**config.mk**
```make
export PLATFORM = sky130hd
export DESIGN_NAME = top_fwd
export DESIGN_NICKNAME = d
export VERILOG_FILES = /design/src/rtl/top_fwd.sv
export SDC_FILE = /design/constraint.sdc
export NUM_CORES = 2
export LEC_CHECK = 0
export ABC_CLOCK_PERIOD_IN_PS = 64000
export BUFFER_PORTS_ARGS = -buffer_cell sky130_fd_sc_hd__buf_2
export CAP_MARGIN = 20
export CORE_UTILIZATION = 24
export CTS_CLUSTER_SIZE = 10
export DETAILED_ROUTE_END_ITERATION = 16
export PLACE_DENSITY = 0.42
export SYNTH_ARGS = -nofsm -noshare
export SYNTH_HDL_FRONTEND = slang
export SYNTH_SLANG_ARGS = --single-unit
```
**constraint.sdc**
```tcl
create_clock -name clk -period 64 [get_ports clk]
set_input_delay 0 -clock clk [delete_from_list [all_inputs] [get_ports clk]]
set_output_delay 0 -clock clk [all_outputs]
set_load 0.1 [all_outputs]
```
**src/rtl/top_fwd.sv**
```systemverilog
// Forward (alpha) recursion of the max-log-MAP decoder for the 8-state RSC code.
// Two cycles per trellis step: RD issues the LLR read and writes alpha_k, CMP runs ACS.
module top_fwd (
    input  logic               clk,
    input  logic               rst,
    input  logic               start,
    input  logic [7:0]         count_main,
    input  logic signed [15:0] lsys,
    input  logic signed [15:0] lpar,
    output logic [7:0]         rd_addr,
    output logic [7:0]         fa_addr,
    output logic               w_r_f,
    output logic signed [15:0] a0,
    output logic signed [15:0] a1,
    output logic signed [15:0] a2,
    output logic signed [15:0] a3,
    output logic signed [15:0] a4,
    output logic signed [15:0] a5,
    output logic signed [15:0] a6,
    output logic signed [15:0] a7,
    output logic               busy,
    output logic               done_fwd
);

    localparam int DATA_W = 16;
    localparam logic signed [DATA_W-1:0] NEG = -16'sd16384;

    typedef enum logic [1:0] {IDLE, RD, CMP, DONE} state_t;

    state_t state, state_nxt;
    logic [7:0] k, k_inc, n_blk;
    logic accept;

    logic signed [DATA_W-1:0] alpha     [8];
    logic signed [DATA_W-1:0] alpha_nxt [8];
    logic signed [17:0]       acs_new   [8];
    logic signed [17:0]       mx;

    function automatic logic signed [16:0] branch(input logic u, input logic p,
                                                  input logic signed [15:0] ls,
                                                  input logic signed [15:0] lp);
        logic signed [16:0] g;
        g = '0;
        if (u) g = g + {ls[15], ls};
        if (p) g = g + {lp[15], lp};
        return g;
    endfunction

    function automatic logic signed [17:0] add_metric(input logic signed [15:0] a,
                                                      input logic signed [16:0] g);
        logic signed [17:0] c;
        c = {{2{a[15]}}, a} + {g[16], g};
        return c;
    endfunction

    // Normalised value is always <= 0, so only the negative rail needs clamping.
    function automatic logic signed [15:0] sat_norm(input logic signed [17:0] v,
                                                    input logic signed [17:0] m);
        logic signed [18:0] d;
        d = {v[17], v} - {m[17], m};
        if (d < -19'sd32768) return -16'sd32768;
        return d[15:0];
    endfunction

    assign accept = start && (state == IDLE || state == DONE);
    assign k_inc  = k + 8'd1;

    always_comb begin
        state_nxt = state;
        case (state)
            IDLE, DONE: if (start) state_nxt = (count_main == 8'd0) ? DONE : RD;
            RD:         state_nxt = CMP;
            CMP:        state_nxt = (k_inc == n_blk) ? DONE : RD;
            default:    state_nxt = IDLE;
        endcase
    end

    // Predecessors of next state n are {n[1], n[0], d3}; u and p follow from the feedback bit n[2].
    for (genvar g = 0; g < 8; g++) begin : g_acs
        localparam logic [2:0] S  = 3'(g);
        localparam logic [2:0] P0 = {S[1:0], 1'b0};
        localparam logic [2:0] P1 = {S[1:0], 1'b1};
        logic signed [17:0] c0, c1;
        assign c0 = add_metric(alpha[P0], branch(S[2] ^ S[0], S[2] ^ S[1], lsys, lpar));
        assign c1 = add_metric(alpha[P1], branch(~(S[2] ^ S[0]), ~(S[2] ^ S[1]), lsys, lpar));
        assign acs_new[g] = (c1 > c0) ? c1 : c0;
    end

    always_comb begin
        mx = acs_new[0];
        for (int i = 1; i < 8; i++)
            if (acs_new[i] > mx) mx = acs_new[i];
        for (int i = 0; i < 8; i++)
            alpha_nxt[i] = sat_norm(acs_new[i], mx);
    end

    always_ff @(posedge clk or negedge rst) begin
        if (!rst) begin
            state   <= IDLE;
            k       <= '0;
            n_blk   <= '0;
            rd_addr <= '0;
            fa_addr <= '0;
            for (int i = 0; i < 8; i++) alpha[i] <= '0;
        end else begin
            state <= state_nxt;
            if (accept) begin
                n_blk    <= count_main;
                k        <= '0;
                alpha[0] <= '0;
                for (int i = 1; i < 8; i++) alpha[i] <= NEG;
            end else if (state == CMP) begin
                k <= k_inc;
                for (int i = 0; i < 8; i++) alpha[i] <= alpha_nxt[i];
            end
            if (state_nxt == RD) begin
                rd_addr <= (state == CMP) ? k_inc : 8'd0;
                fa_addr <= (state == CMP) ? k_inc : 8'd0;
            end
        end
    end

    assign w_r_f    = (state == RD);
    assign busy     = (state == RD) || (state == CMP);
    assign done_fwd = (state == DONE);

    assign a0 = alpha[0];
    assign a1 = alpha[1];
    assign a2 = alpha[2];
    assign a3 = alpha[3];
    assign a4 = alpha[4];
    assign a5 = alpha[5];
    assign a6 = alpha[6];
    assign a7 = alpha[7];

endmodule

```
### After elaboration in Yosys (flattened, before gate mapping)

Index checks and enable logic that the tools add are counted.

* divide/modulo/power cells: 0
* add/subtract/negate cells: 22
* reduce and logical (&&, ||, !) cells: 7
* bitwise logic cells: 0
* shifts and indexed selects: 0
* magnitude comparators: 23
* mux-type cells: 48
* equality and inequality tests: 5
* $mul: 0

Operator list (count)
* 2-to-1 mux 18 bit: 15
* 2-to-1 mux 128 bit: 2
* 2-to-1 mux 16 bit: 16
* adder 16 x 16 -> 17 bit: 9
* < comparator 19 x 16 -> 1 bit (second input constant): 8
* subtractor 18 x 18 -> 19 bit: 8
* greater-than comparator 18 bit: 7
* adder 16 x 17 -> 18 bit: 4
* greater-than comparator 17 bit: 4
* greater-than comparator 16 x 18 -> 1 bit: 2
* greater-than comparator 18 x 16 -> 1 bit: 2
* 2-to-1 mux 8 bit: 3
* adder 8 x 1 -> 8 bit (second input constant): 1
* == test 8 bit: 1
* logical NOT 8 bit: 1
* 2-to-1 mux 1 bit: 8
* 2-to-1 mux 2 bit: 3
* case mux 2 bit (3 select lines): 1
* == test 2 x 1 -> 1 bit (second input constant): 2
* == test 2 bit (second input constant): 2
* logical NOT 2 bit: 1
* logical OR 1 bit: 2
* nonzero test 2 bit: 1
* OR reduction 2 bit: 1
* logical AND 1 bit: 1

* flip-flop bits (word level): 154
* bits in read-only memories: 0
* bits in writable memories: 0
* output and inout port bits: 147
* latch bits: 0
* logic and storage cells: 117
* memories: 0

### Logic depth before layout (Yosys ltp)

* depth in word-level cells: 24
* gate-level depth with buffers: 155
* depth with buffers taken out: 139

### Worst setup path after synthesis

Ideal clock, no wire load.

* path kind: reg-to-reg
* start: register alpha, in the netlist a1[1]
* end: register alpha, in the netlist a7[4]
* path buffers: 18
* cell stages (with the launch flop): 144
* slack: 36.185 ns
* arrival: 27.746 ns
* cell sequence: dfrtp_1 > ha_1 > a21o_1 > a21oi_1 > o21ai_0 > a21oi_1 > o21bai_1 > a21oi_1 > nor2b_1 > o21ai_0 > nand2b_1 > a21o_1 > a21oi_1 > nor2b_1 > o21a_1 > o21ai_0 > nand2b_1 > a21oi_1 > (+108 left out) > o21ai_0 > ha_1 > inv_1 > ha_1 > or4_1 > o211ai_1 > o221ai_1 > a22oi_1 > o311ai_1 > o311ai_1 > o211ai_1 > a311oi_1 > o21ai_1 > xnor2_1 > o31a_1 > a211oi_1 > buf_2 > a22o_1

* longest elaborated chain between the ends: 23
* elaborated cells on any way between the ends: 25

RTL lines
* start, declared: RTL line 34 `logic signed [DATA_W-1:0] alpha [8];`
* adder 16 x 17 -> 18 bit: RTL line 52 `c = {{2{a[15]}}, a} + {g[16], g};`
* greater-than comparator 18 x 16 -> 1 bit: RTL line 86 `assign acs_new[g] = (c1 > c0) ? c1 : c0;`
* 2-to-1 mux 18 bit: RTL line 86
* greater-than comparator 18 bit: RTL line 92 `if (acs_new[i] > mx) mx = acs_new[i];`
* 2-to-1 mux 18 bit: RTL line 92
* greater-than comparator 18 bit: RTL line 92
* 2-to-1 mux 18 bit: RTL line 92
* greater-than comparator 18 bit: RTL line 92
* (+7 left out)
* greater-than comparator 18 bit: RTL line 92
* 2-to-1 mux 18 bit *: RTL line 92
* subtractor 18 x 18 -> 19 bit *: RTL line 60 `d = {v[17], v} - {m[17], m};`
* < comparator 19 x 16 -> 1 bit: RTL line 61 `if (d < -19'sd32768) return -16'sd32768;`
* 2-to-1 mux 1 bit: RTL line 61
* 2-to-1 mux 16 bit *: RTL line 62 `return d[15:0];`
* 2-to-1 mux 128 bit *: RTL line 112 `end else if (state == CMP) begin`
* 2-to-1 mux 128 bit *: RTL line 107 `if (accept) begin`

Mark *: on every way between the ends. The rest lies on a longest branch, timed or not. The select of a mux whose other input is x is not followed.
A chain may end at the register's enable or synchronous reset.

### Final worst setup path

* start: input lsys[1]
* end: register alpha, in the netlist a1[4]

* longest elaborated chain between the ends: 24
* elaborated cells on any way between the ends: 45

RTL lines
* start, declared: RTL line 8 `input logic signed [15:0] lsys,`
* adder 16 x 16 -> 17 bit: RTL line 45 `if (p) g = g + {lp[15], lp};`
* adder 16 x 17 -> 18 bit: RTL line 52
* greater-than comparator 18 x 16 -> 1 bit: RTL line 86
* 2-to-1 mux 18 bit: RTL line 86
* greater-than comparator 18 bit: RTL line 92
* 2-to-1 mux 18 bit: RTL line 92
* greater-than comparator 18 bit: RTL line 92
* 2-to-1 mux 18 bit: RTL line 92
* (+8 left out)
* greater-than comparator 18 bit: RTL line 92
* 2-to-1 mux 18 bit: RTL line 92
* subtractor 18 x 18 -> 19 bit *: RTL line 60
* < comparator 19 x 16 -> 1 bit: RTL line 61
* 2-to-1 mux 1 bit: RTL line 61
* 2-to-1 mux 16 bit *: RTL line 62
* 2-to-1 mux 128 bit *: RTL line 112
* 2-to-1 mux 128 bit *: RTL line 107

Marked as above.

==> results_dict.tcl <==
set metrics [dict create \
    synth.avg_cell_area_um2 7.69 \
    min_period_over_period 0.507 \
    critPathLaunchType "input pin" \
    ys_top_cells_by_area "ha_1 (23%), dfrtp_1 (12%), xnor2_1 (7.1%)" \
    highest_layer "met4" \
    first_pass_iters 6 \
    yosysSeqAreaShare 0.124 \
    clockRootBuffer "clkbuf_16" \
    antenna_found_initial 10 \
    port_buffers 189 \
    crit_slowest_cell "xor2_1" \
    crit_buf_inv 10 \
    cts_max_level 4 \
    met1_length_um 67200 \
    yosysTopAreaCellShare 0.231 \
    hp-class "input pin to flop" \
    grt_overflow_total 0 \
    post_cts_resized 0 \
    via_per_inst 5.23 \
    cts_tree "yes" \
    status "finished clean" \
    io_pins 190 \
    numCtsBuffers 17 \
    endpoint_kind "flop" \
    track_usage 0.211 \
    die_y_um 361 \
    wl_um 141000 \
    setup-violations-final 0 \
    ys_seq_elements 154 \
    synth-edff-count 0 \
    vias 31000 \
    final_hold_viol_count 0 \
    required_ns 64.46 \
    holdBufCountCts 12 \
    cts_buffer_depth 2 \
    r2r_slack_ns 31.92 \
    wl_per_cell_um 23.8 \
    yosysUniqueCellTypes 118 \
    drive_gt1_frac 0.106 \
    syn-instance-count 4032 \
    routed-wl-met2_um 61000 \
    cts_setup_buffers 0 \
    critPathMaxFanout 33 \
    crit_type "input pin to flop" \
    slew_headroom 0.0999 \
    synth_ff_type "dfrtp_1" \
    yosysTopAreaCell "ha_1" \
    met3_length_um 8580 \
    setup_tns_ns 0 \
    core_um2 128000 \
    clk_pin_slew_ns 0.08 \
    slew_violations 0 \
    critPathArrivalTime_ns 32.94 \
    clock-sinks 154 \
    grt_pass1_vias 30100 \
    die_area_um2 131000 \
    yosys_warnings 0 \
    syn-num-nets 4662 \
    clkLatencyLatePin_ns 0.52 \
    worst_pin_slew_ns 1.31 \
    critPathMaxStageDelay_ns 0.85 \
    synthArstFlopShare 1.00 \
    multiInputGateArea_um2 25100 \
    grt_max_degree 65 \
    fill_cells 14100 \
    layout.area.seq_um2 3850 \
    synthToLayoutAreaGrowth_pct 13.2 \
    gp_congestion 0.949 \
    cap_violations 0 \
    skew_ns 0.0181 \
    grt_pass1_wl_um 201000 \
    cp_common_cell "o21ai_0" \
    row_count 131 \
    nets 4880 \
    crit_family "compound AO/OA/AOI/OAI gates" \
    syn_area_um2 31000 \
    ant_nets 0 \
    drt_iter0_markers 2239 \
    initial_core_util 0.243 \
    fmax_mhz 30.8 \
    rsz0062_at_grt "false" \
    chipWidth_um 361 \
    drc 0 \
    fin_crit_ns 32.48 \
    place_hpwl_um 120000 \
]
-- placed cells by master, fill, tap and decap left out, types with 72 or more instances in the layout --
cell type  Yosys  layout
o21ai_0      241     235
ha_1         572     571
buf_4         17      98
o21bai_1     129     129
buf_2         11     188
a21o_1        96      96
xor2_1        77      77
mux2i_1       74      72
a21oi_1      379     377
nor2_1       272     270
inv_1        407     407
dfrtp_1      154     154
xnor2_1      253     251
nand2_1      353     353
-- cells by family after synthesis --
kind of cell	share of synthesized area
compound gates	0.278
xor+xnor	0.0932
fa+ha+maj	0.245
buf+inv	0.0681
flops	0.124
mux	0.0407
simple gates	0.151
-- cell type report --
class | count | share of cell area
diodes | 1 | 0.0000713
clock buffers | 18 | 0.0125
clock inverters | 14 | 0.00449
inverters | 416 | 0.0446
multi-input cells | 3359 | 0.716
flip-flops and latches | 154 | 0.110
well taps | 1662 | 0.0592
repair buffers | 302 | 0.0532
-- through the flow --
step                      cells  hold slack, ns  setup slack, ns  instance area, µm²   util
after floorplan            4032          -0.296            36.19               31000      -
final                      5926           0.222            31.52               35100  0.275
after global placement     5871         0.00263            31.29               34300  0.268
after CTS                  5916           0.177            31.11               35000  0.274
after detailed placement   5872        0.000278            30.68               34300  0.268
after global routing       5925           0.235            28.95               35100  0.275
-- registers in the layout (all words and copies together), names as in the netlist --
| register | cells |
|---|---|
| fa_addr | 8 |
| state | 2 |
| a4 | 16 |
| a3 | 16 |
| a7 | 16 |
| n_blk | 8 |
| k | 8 |
| a2 | 16 |
| a6 | 16 |
| a1 | 16 |
| a5 | 16 |
| a0 | 16 |
-- routing by layer --
| metal | up-vias | track usage |
|---|---|---|
| li1 | 15000 | - |
| met1 | 14900 | 0.290 |
| met2 | 836 | 0.331 |
| met3 | 145 | 0.0403 |
| met4 | 0 | 0.0632 |
| met5 | - | 0 |
-- worst min-delay path: stages --
cell and delay (ns):
dlygate4sd3_1 0.51, buf_2 0.10, nand2_1 0.04, nand2_1 0.05
-- Yosys cell counts, drive strengths merged, types with 61 or more instances --
| master | n |
|---|---|
| a21o | 96 |
| a21oi | 382 |
| a22o | 61 |
| dfrtp | 154 |
| ha | 572 |
| inv | 413 |
| mux2i | 76 |
| nand2 | 355 |
| nand3 | 64 |
| nor2 | 275 |
| o21ai | 298 |
| o21bai | 129 |
| xnor2 | 253 |
| xor2 | 77 |
-- path summary, 6_finish.rpt --
check / from / endpoint / depth (start not counted)
worst max-delay path: lsys[1] / a1[4] / 127
worst min-delay path: count_main[2] / n_blk[2] / 4
worst max register to register: a2[0] / a1[4] / 121
worst min register to register: n_blk[1] / n_blk[1] / 2
max in group asynchronous: rst / a0[4] / 4
min in group asynchronous: rst / a0[13] / 3
Power is left out: the tool's default activity adds up to more than one toggle a clock period on the data nets, which glitch-free logic cannot reach.
